## config.mk

```make
export PLATFORM = sky130hd
export DESIGN_NAME = control_unit
export DESIGN_NICKNAME = d
export VERILOG_FILES = /design/src/rtl/control_unit.sv
export SDC_FILE = /design/constraint.sdc
export NUM_CORES = 1
export LEC_CHECK = 0
export CAP_MARGIN = 20
export CORE_ASPECT_RATIO = 1.1
export CORE_MARGIN = 1
export CORE_UTILIZATION = 46
export DETAILED_ROUTE_END_ITERATION = 7
export PLACE_DENSITY = 0.92
export SKIP_CTS_REPAIR_TIMING = 1
export SLEW_MARGIN = 20
export SYNTH_ARGS = -nofsm -noshare
export SYNTH_HDL_FRONTEND = slang
export SYNTH_SLANG_ARGS = --single-unit
```

## constraint.sdc

```tcl
create_clock -name clock -period 4.08 [get_ports clock]
set_input_delay 0.408 -clock clock [delete_from_list [all_inputs] [get_ports clock]]
set_output_delay 0.408 -clock clock [all_outputs]
set_load 0.01 [all_outputs]
```

## src/rtl/control_unit.sv

```systemverilog
// Mini SRC hardwired control sequencer: one Moore FSM for fetch, decode and execute, driving datapath strobes.
// Latency: strobes decode combinationally from state and IRout; fetch is 3+MEM_WAIT cycles; stop is honoured only at fetch boundaries.
module control_unit #(
  parameter int MEM_WAIT = 1
) (
  input  logic        clock,
  input  logic        clear,
  input  logic [31:0] IRout,
  input  logic        CONFF_out,
  input  logic        stop,
  output logic        run,
  output logic        Gra,
  output logic        Grb,
  output logic        Grc,
  output logic        Rin,
  output logic        Rout,
  output logic        BAout,
  output logic        PCout_en,
  output logic        IncPC,
  output logic        PC_en,
  output logic        IR_en,
  output logic        Yin,
  output logic        HIout,
  output logic        HIin,
  output logic        LOout,
  output logic        LOin,
  output logic        Cout,
  output logic        Zhighout,
  output logic        Zlowout,
  output logic        Zin,
  output logic        MDRout,
  output logic        MDRin,
  output logic        MARin,
  output logic        memRead,
  output logic        memWrite,
  output logic        inPort_en,
  output logic        outPort_en,
  output logic        inPortOut,
  output logic        CONin,
  output logic [4:0]  opcode
);

  typedef enum logic [3:0] {
    S_RESET, S_STOPPED, S_HALTED,
    S_F0, S_F1, S_FW, S_F2,
    S_E0, S_E1, S_E2, S_E3, S_E4,
    S_LW, S_LF
  } state_t;

  localparam logic [2:0] WAIT_LAST = 3'(MEM_WAIT);
  localparam logic [4:0] OP_ADD    = 5'b00011;

  state_t     state;
  state_t     fetch_next;
  logic [2:0] wcnt;
  logic       wait_done;
  logic [4:0] op;
  logic [4:0] imm_op;
  logic       is_ld, is_ldi, is_st, is_rtype, is_imm, is_muldiv, is_negnot;
  logic       is_br, is_jr, is_jal, is_in, is_out, is_mflo, is_mfhi, is_nop, is_halt;
  logic       one_cycle;
  logic       unused_ir;

  assign op        = IRout[31:27];
  assign unused_ir = ^IRout[26:0];

  assign is_ld     = (op == 5'd0);
  assign is_ldi    = (op == 5'd1);
  assign is_st     = (op == 5'd2);
  assign is_rtype  = (op >= 5'd3) && (op <= 5'd11);
  assign is_imm    = (op >= 5'd12) && (op <= 5'd14);
  assign is_muldiv = (op == 5'd15) || (op == 5'd16);
  assign is_negnot = (op == 5'd17) || (op == 5'd18);
  assign is_br     = (op == 5'd19);
  assign is_jr     = (op == 5'd20);
  assign is_jal    = (op == 5'd21);
  assign is_in     = (op == 5'd22);
  assign is_out    = (op == 5'd23);
  assign is_mflo   = (op == 5'd24);
  assign is_mfhi   = (op == 5'd25);
  assign is_halt   = (op == 5'd27);
  assign is_nop    = (op == 5'd26) || (op >= 5'd28);
  assign one_cycle = is_jr || is_in || is_out || is_mflo || is_mfhi;

  always_comb begin
    case (op)
      5'd12:   imm_op = OP_ADD;
      5'd13:   imm_op = 5'b01010;
      default: imm_op = 5'b01011;
    endcase
  end

  // Every path back to F0 passes through the stop check.
  assign fetch_next = stop ? S_STOPPED : S_F0;
  assign wait_done  = (wcnt == WAIT_LAST);

  always_ff @(posedge clock or posedge clear) begin
    if (clear) begin
      state <= S_RESET;
      wcnt  <= 3'd1;
    end else begin
      case (state)
        S_RESET:   state <= S_F0;
        S_STOPPED: if (!stop) state <= S_F0;
        S_HALTED:  state <= S_HALTED;
        S_F0:      state <= S_F1;
        S_F1: begin
          state <= S_FW;
          wcnt  <= 3'd1;
        end
        S_FW: begin
          if (wait_done) state <= S_F2;
          else           wcnt  <= wcnt + 3'd1;
        end
        // Dispatch reads IRout while the fetched word is being latched.
        S_F2: begin
          if (is_halt)     state <= S_HALTED;
          else if (is_nop) state <= fetch_next;
          else             state <= S_E0;
        end
        S_E0: state <= one_cycle ? fetch_next : S_E1;
        S_E1: state <= (is_negnot || is_jal) ? fetch_next : S_E2;
        S_E2: begin
          if (is_ld) begin
            state <= S_LW;
            wcnt  <= 3'd1;
          end else if (is_st || is_muldiv || is_br) begin
            state <= S_E3;
          end else begin
            state <= fetch_next;
          end
        end
        S_E3: state <= is_st ? S_E4 : fetch_next;
        S_E4: state <= fetch_next;
        S_LW: begin
          if (wait_done) state <= S_LF;
          else           wcnt  <= wcnt + 3'd1;
        end
        S_LF:    state <= fetch_next;
        default: state <= S_RESET;
      endcase
    end
  end

  always_comb begin
    run = 1'b1;
    Gra = 1'b0; Grb = 1'b0; Grc = 1'b0; Rin = 1'b0; Rout = 1'b0; BAout = 1'b0;
    PCout_en = 1'b0; IncPC = 1'b0; PC_en = 1'b0; IR_en = 1'b0;
    Yin = 1'b0; HIout = 1'b0; HIin = 1'b0; LOout = 1'b0; LOin = 1'b0;
    Cout = 1'b0; Zhighout = 1'b0; Zlowout = 1'b0; Zin = 1'b0;
    MDRout = 1'b0; MDRin = 1'b0; MARin = 1'b0; memRead = 1'b0; memWrite = 1'b0;
    inPort_en = 1'b0; outPort_en = 1'b0; inPortOut = 1'b0; CONin = 1'b0;
    opcode = OP_ADD;
    case (state)
      S_F0: begin PCout_en = 1'b1; MARin = 1'b1; IncPC = 1'b1; Zin = 1'b1; end
      S_F1: begin Zlowout = 1'b1; PC_en = 1'b1; memRead = 1'b1; end
      S_FW: begin memRead = 1'b1; MDRin = wait_done; end
      S_F2: begin MDRout = 1'b1; IR_en = 1'b1; end
      S_E0: begin
        if (is_rtype || is_imm) begin
          Grb = 1'b1; Rout = 1'b1; Yin = 1'b1;
        end else if (is_muldiv) begin
          Gra = 1'b1; Rout = 1'b1; Yin = 1'b1;
        end else if (is_negnot) begin
          Grb = 1'b1; Rout = 1'b1; opcode = op; Zin = 1'b1;
        end else if (is_ld || is_ldi || is_st) begin
          Grb = 1'b1; BAout = 1'b1; Yin = 1'b1;
        end else if (is_br) begin
          Gra = 1'b1; Rout = 1'b1; CONin = 1'b1;
        end else if (is_jr) begin
          Gra = 1'b1; Rout = 1'b1; PC_en = 1'b1;
        end else if (is_jal) begin
          PCout_en = 1'b1; Grb = 1'b1; Rin = 1'b1;
        end else if (is_in) begin
          inPortOut = 1'b1; Gra = 1'b1; Rin = 1'b1;
        end else if (is_out) begin
          Gra = 1'b1; Rout = 1'b1; outPort_en = 1'b1;
        end else if (is_mfhi) begin
          HIout = 1'b1; Gra = 1'b1; Rin = 1'b1;
        end else if (is_mflo) begin
          LOout = 1'b1; Gra = 1'b1; Rin = 1'b1;
        end
      end
      S_E1: begin
        if (is_rtype) begin
          Grc = 1'b1; Rout = 1'b1; opcode = op; Zin = 1'b1;
        end else if (is_imm) begin
          Cout = 1'b1; opcode = imm_op; Zin = 1'b1;
        end else if (is_muldiv) begin
          Grb = 1'b1; Rout = 1'b1; opcode = op; Zin = 1'b1;
        end else if (is_negnot) begin
          Zlowout = 1'b1; Gra = 1'b1; Rin = 1'b1;
        end else if (is_ld || is_ldi || is_st) begin
          Cout = 1'b1; Zin = 1'b1;
        end else if (is_br) begin
          PCout_en = 1'b1; Yin = 1'b1;
        end else if (is_jal) begin
          Gra = 1'b1; Rout = 1'b1; PC_en = 1'b1;
        end
      end
      S_E2: begin
        if (is_rtype || is_imm || is_ldi) begin
          Zlowout = 1'b1; Gra = 1'b1; Rin = 1'b1;
        end else if (is_muldiv) begin
          Zlowout = 1'b1; LOin = 1'b1;
        end else if (is_ld || is_st) begin
          Zlowout = 1'b1; MARin = 1'b1;
        end else if (is_br) begin
          Cout = 1'b1; Zin = 1'b1;
        end
      end
      S_E3: begin
        if (is_muldiv) begin
          Zhighout = 1'b1; HIin = 1'b1;
        end else if (is_st) begin
          Gra = 1'b1; Rout = 1'b1; MDRin = 1'b1;
        end else if (is_br) begin
          Zlowout = 1'b1; PC_en = CONFF_out;
        end
      end
      S_E4: memWrite = 1'b1;
      S_LW: begin memRead = 1'b1; MDRin = wait_done; end
      S_LF: begin MDRout = 1'b1; Gra = 1'b1; Rin = 1'b1; end
      default: begin
        run    = 1'b0;
        opcode = 5'b00000;
      end
    endcase
  end

endmodule

```

Yosys cells after proc, flatten, opt, wreduce, memory -nomap -nowiden
Index checks and enable logic that the tools add are counted.

Flip-flop bits (word level): 7. Bits of input ports: 36. Logic and storage cells: 258.

$add $sub $neg: 1. Order comparisons: 5. Equal/unequal tests: 36. Muxes and demuxes: 186. Reduce and logical (&&, ||, !) cells: 28.

Operators by type and width (number): $mux W1 (151); $eq A5 B5 Y1 const B (12); $pmux W4 S13 (1); $mux W4 (8); $mux W5 (6); $eq A4 B4 Y1 const B (6); $eq A4 B3 Y1 const B (4); $pmux W1 S4 (4); $eq A5 B4 Y1 const B (3); $logic_or A1 B1 Y1 (15); $pmux W5 S3 (1); $mux W3 (4); $reduce_or A11 Y1 (1); $le A5 B4 Y1 const B (2); $ne A2 B2 Y1 const B (5); $pmux W1 S2 (5); $pmux W3 S3 (1); $reduce_or A9 Y1 (1); $eq A4 B2 Y1 const B (2); $pmux W4 S2 (1); $pmux W1 S3 (2); $reduce_and A3 Y1 (2); $reduce_or A2 Y1 (3); $eq A5 B1 Y1 const B (1); 14 further kinds (15).

Longest topological paths before layout
Depth in word-level cells: 13. Gate-level depth with buffers: 7. Gate-level depth less buffers: 7.

Worst setup path after synthesis
Ideal clock, no wire load.

Path kind: register to output. From: register state[0]. To: output port Rin. Arrival: 1.682 ns. Data required time: 3.672 ns. Setup slack: 1.990 ns. Cell stages (with the launch flop): 8. Cell sequence: dfrtp_1 buf_6 or4b_4 buf_6 nor2_4 a21oi_1 o32a_1 o21ai_2.

Cells in the longest elaborated chain, start to end: 2. Elaborated cells between the ends (all ways): 5. Classes of those cells: eq/ne: 4; mux: 1.

Ends and longest elaborated chain: start, declared (RTL line 53) `state_t state;`; start signal, assigned (RTL line 118) `else if (is_nop) state <= fetch_next;`; start signal, assigned (RTL line 121) `S_E0: state <= one_cycle ? fetch_next : S_E1;`; start signal, assigned (RTL line 122) `S_E1: state <= (is_negnot || is_jal) ? fetch_next : S_E2;`; $eq A4 B4 Y1 or $eq A4 B3 Y1 (tied branches) (RTL line 154) `case (state)`; $pmux W1 S4 * (RTL line 154); end, declared (RTL line 15) `output logic Rin,`.

Every way passes the cells marked *; elsewhere a longest branch is shown, timed or not.

Final worst setup path
From: register state[3]. To: output port Zin.

Cells in the longest elaborated chain, start to end: 2. Elaborated cells between the ends (all ways): 5. Classes of those cells: eq/ne: 4; mux: 1.

Ends and longest elaborated chain: $eq A4 B4 Y1 (tied with other cells) (RTL line 154); $pmux W1 S4 * (RTL line 154); end, declared (RTL line 30) `output logic Zin,`.

Marks and branches as above.

==> results_dict.tcl <==
set metrics [dict create \
    result_of_the_run "finished clean" \
    multi_input_area_um2 1220 \
    final-seq-area_um2 176 \
    period_minus_slack_ns 3.36 \
    cts_root_buffer "clkbuf_4" \
    finalCritPeriodShare_pct 82.3 \
    path_clk_slew_ns 0.05 \
    cp_data_arrival_time_ns 2.95 \
    tns_ns 0 \
    synth-warning-count 0 \
    routed_wire_length_mm 4.99 \
    post_synth_inst_count 249 \
    place.port_buffers 41 \
    final_antenna_net_count 0 \
    most_instantiated_flip_flop_cell_in_the_synthesis_netlist "dfrtp_1" \
    syn2layout_area_growth_pct 26.9 \
    report.final.slew_viol_count 0 \
    final_hold_viol_count 0 \
    tritoncts_clock_tree "built" \
    depth_of_the_critical_timing_path_with_buffers_and_inverters_included 6 \
    num-fill-cells 277 \
    worst_skew_pair.late_latency_ns 0.25 \
    clock_path_buffers 2 \
    timing.reg2reg.worst_path_depth 5 \
    fin_skew_ns 0.00332 \
    cp-end-kind "primary output" \
    globalplace.congestion 0.969 \
    worstPathMaxFanout 22 \
    grt_first_pass_wirelength_mm 7.96 \
    cellPowerDensity_nw_per_um2 534 \
    cts.sink_count 7 \
    die_x_um 57.4 \
    irDropWorstVdd_mv 0.208 \
    yosysSeqAreaShare_pct 11.4 \
    cts.htree.levels 1 \
    groute.usage.overall_pct 27.3 \
    design.final.nets 316 \
    ff2ff_setup_slack_ns 1.82 \
    maxClockFrequency_mhz 298 \
    cp.required_ns 3.67 \
    layout.cells.most_common_list "41 x clkdlybuf4s50_1, 27 x nor2_1, 25 x nand2_1" \
    dp_hpwl_mm 3.69 \
    synth.avg_cell_area_um2 6.24 \
    critical_path.max_stage_delay_ns 0.78 \
    hold_path.class "in -> async" \
    postPlaceCellArea_um2 1940 \
    rsz0062_at_grt "false" \
    layout.cells.most_common "clkdlybuf4s50_1" \
    grt.overflow.total 0 \
    fp.dieH_um 62.9 \
    max_slew.worst_pin.slew_ns 0.691 \
    slowest_cell_on_the_critical_path "dfrtp_1" \
    yosysUniqueCellTypes 58 \
    grt_pass1_vias 1655 \
    setup_viol 0 \
    crit_path_start_kind "flop" \
    drt_first_iter_violations 278 \
    criticalPathCategory "reg -> out" \
    floorplan.rows 21 \
    io_pins 70 \
    leakage_power_of_the_design_uw 0.000688 \
    wl_per_cell_um 16.1 \
    yosys_register_bits 7 \
    post_synthesis_instance_area_um2 1550 \
    viasPerCell 6.47 \
    dr_total_vias 2011 \
    firstDrtPassIters 5 \
    initial_standard_cell_utilization_of_the_core_pct 49.7 \
    async_reset_ff_share_pct 100 \
    insertedDiodeCount 0 \
    timing.critical_path.max_delay_family "simple AND/OR/NAND/NOR gates" \
    slew-limit-headroom_pct 53.9 \
    antenna_violations_before_repair 0 \
    crit_chain "nand2b_1 > nor3b_1 > nand4b_1 > a21oi_1 > or3_1 > clkdlybuf4s50_1" \
    core_um2 3130 \
    ratio_of_cells_with_drive_above_1_in_the_final_layout_pct 6.86 \
    cp.buffers_inverters 1 \
    synth_nets 287 \
    synth_enable_flop_cells 0 \
    die_area_um2 3610 \
    largest_net_degree_at_the_start_of_global_routing 26 \
    post-route-drc-count 0 \
    stdcell_area_um2 1970 \
    numCtsBuffers 3 \
    maxCapViolations 0 \
]
worst paths after layout:
check / to / from
max reg2reg: state[1] / state[3]
min reg2reg: wcnt[0] / wcnt[0]
max in group asynchronous: wcnt[0] / clear
min in group clock: wcnt[0] / wcnt[0]
max: Zin / state[3]
min: state[1] / clear
sequential cells by signal (all words and copies together) (netlist names):
register,cells
wcnt,3
state,4
cell type report:
| type | instances | share of cell area (%) |
|---|---|---|
| clock buffer | 4 | 1.33 |
| inverter | 7 | 1.33 |
| multi-input combinational | 209 | 62.0 |
| sequential | 7 | 8.95 |
| tap | 34 | 2.16 |
| timing repair buffer | 50 | 24.3 |
cells in the mapped netlist, drive strengths merged (7+ instances only):
library cell / instances / area [µm²]
nor3: 13 / 70.1
inv: 7 / 26.3
o21ai: 22 / 114
nand3: 9 / 45.0
nor2b: 8 / 50.1
buf: 13 / 80.1
nand2b: 8 / 50.1
nor2: 28 / 113
nand2: 25 / 93.8
clkbuf: 13 / 48.8
a21oi: 20 / 100
metal layers:
layer | part of all wire (%) | track usage, % | vias to the layer above
li1 | - | - | 968
met1 | 43 | 38.3 | 888
met2 | 45 | 42.0 | 136
met3 | 9.0 | 2.69 | 19
met4 | 2.5 | 10.7 | 0
met5 | 0 | 0 | -
cells by family after synthesis:
family	count (synthesis)	share of synthesized area, %
compound gates	85	35.2
xor+xnor	3	1.69
fa+ha+maj	3	2.26
buf+inv	33	9.99
flops	7	11.4
other cells	1	0.242
simple gates	117	39.2
through the flow:
stage	util [%]	worst slack, ns	std cells	total power [µW]	hold WS [ns]
finish	63.0	0.720	311	1050	0.371
CTS	63.0	0.751	311	1040	0.374
global route	63.0	0.498	311	1140	0.389
detailed placement	62.2	0.946	307	969	0.502
global placement	62.2	0.930	307	963	0.485
floorplan	-	1.99	249	701	0.211
power by group:
| group | leakage [µW] | total (µW) | internal (µW) | switching (µW) |
|---|---|---|---|---|
| Combinational | 0.000590 | 802 | 361 | 441 |
| Clock | 0.0000150 | 63.4 | 37.4 | 26.1 |
| Sequential | 0.0000835 | 187 | 108 | 79.1 |
No activity file was read; power rests on OpenSTA's default activity.
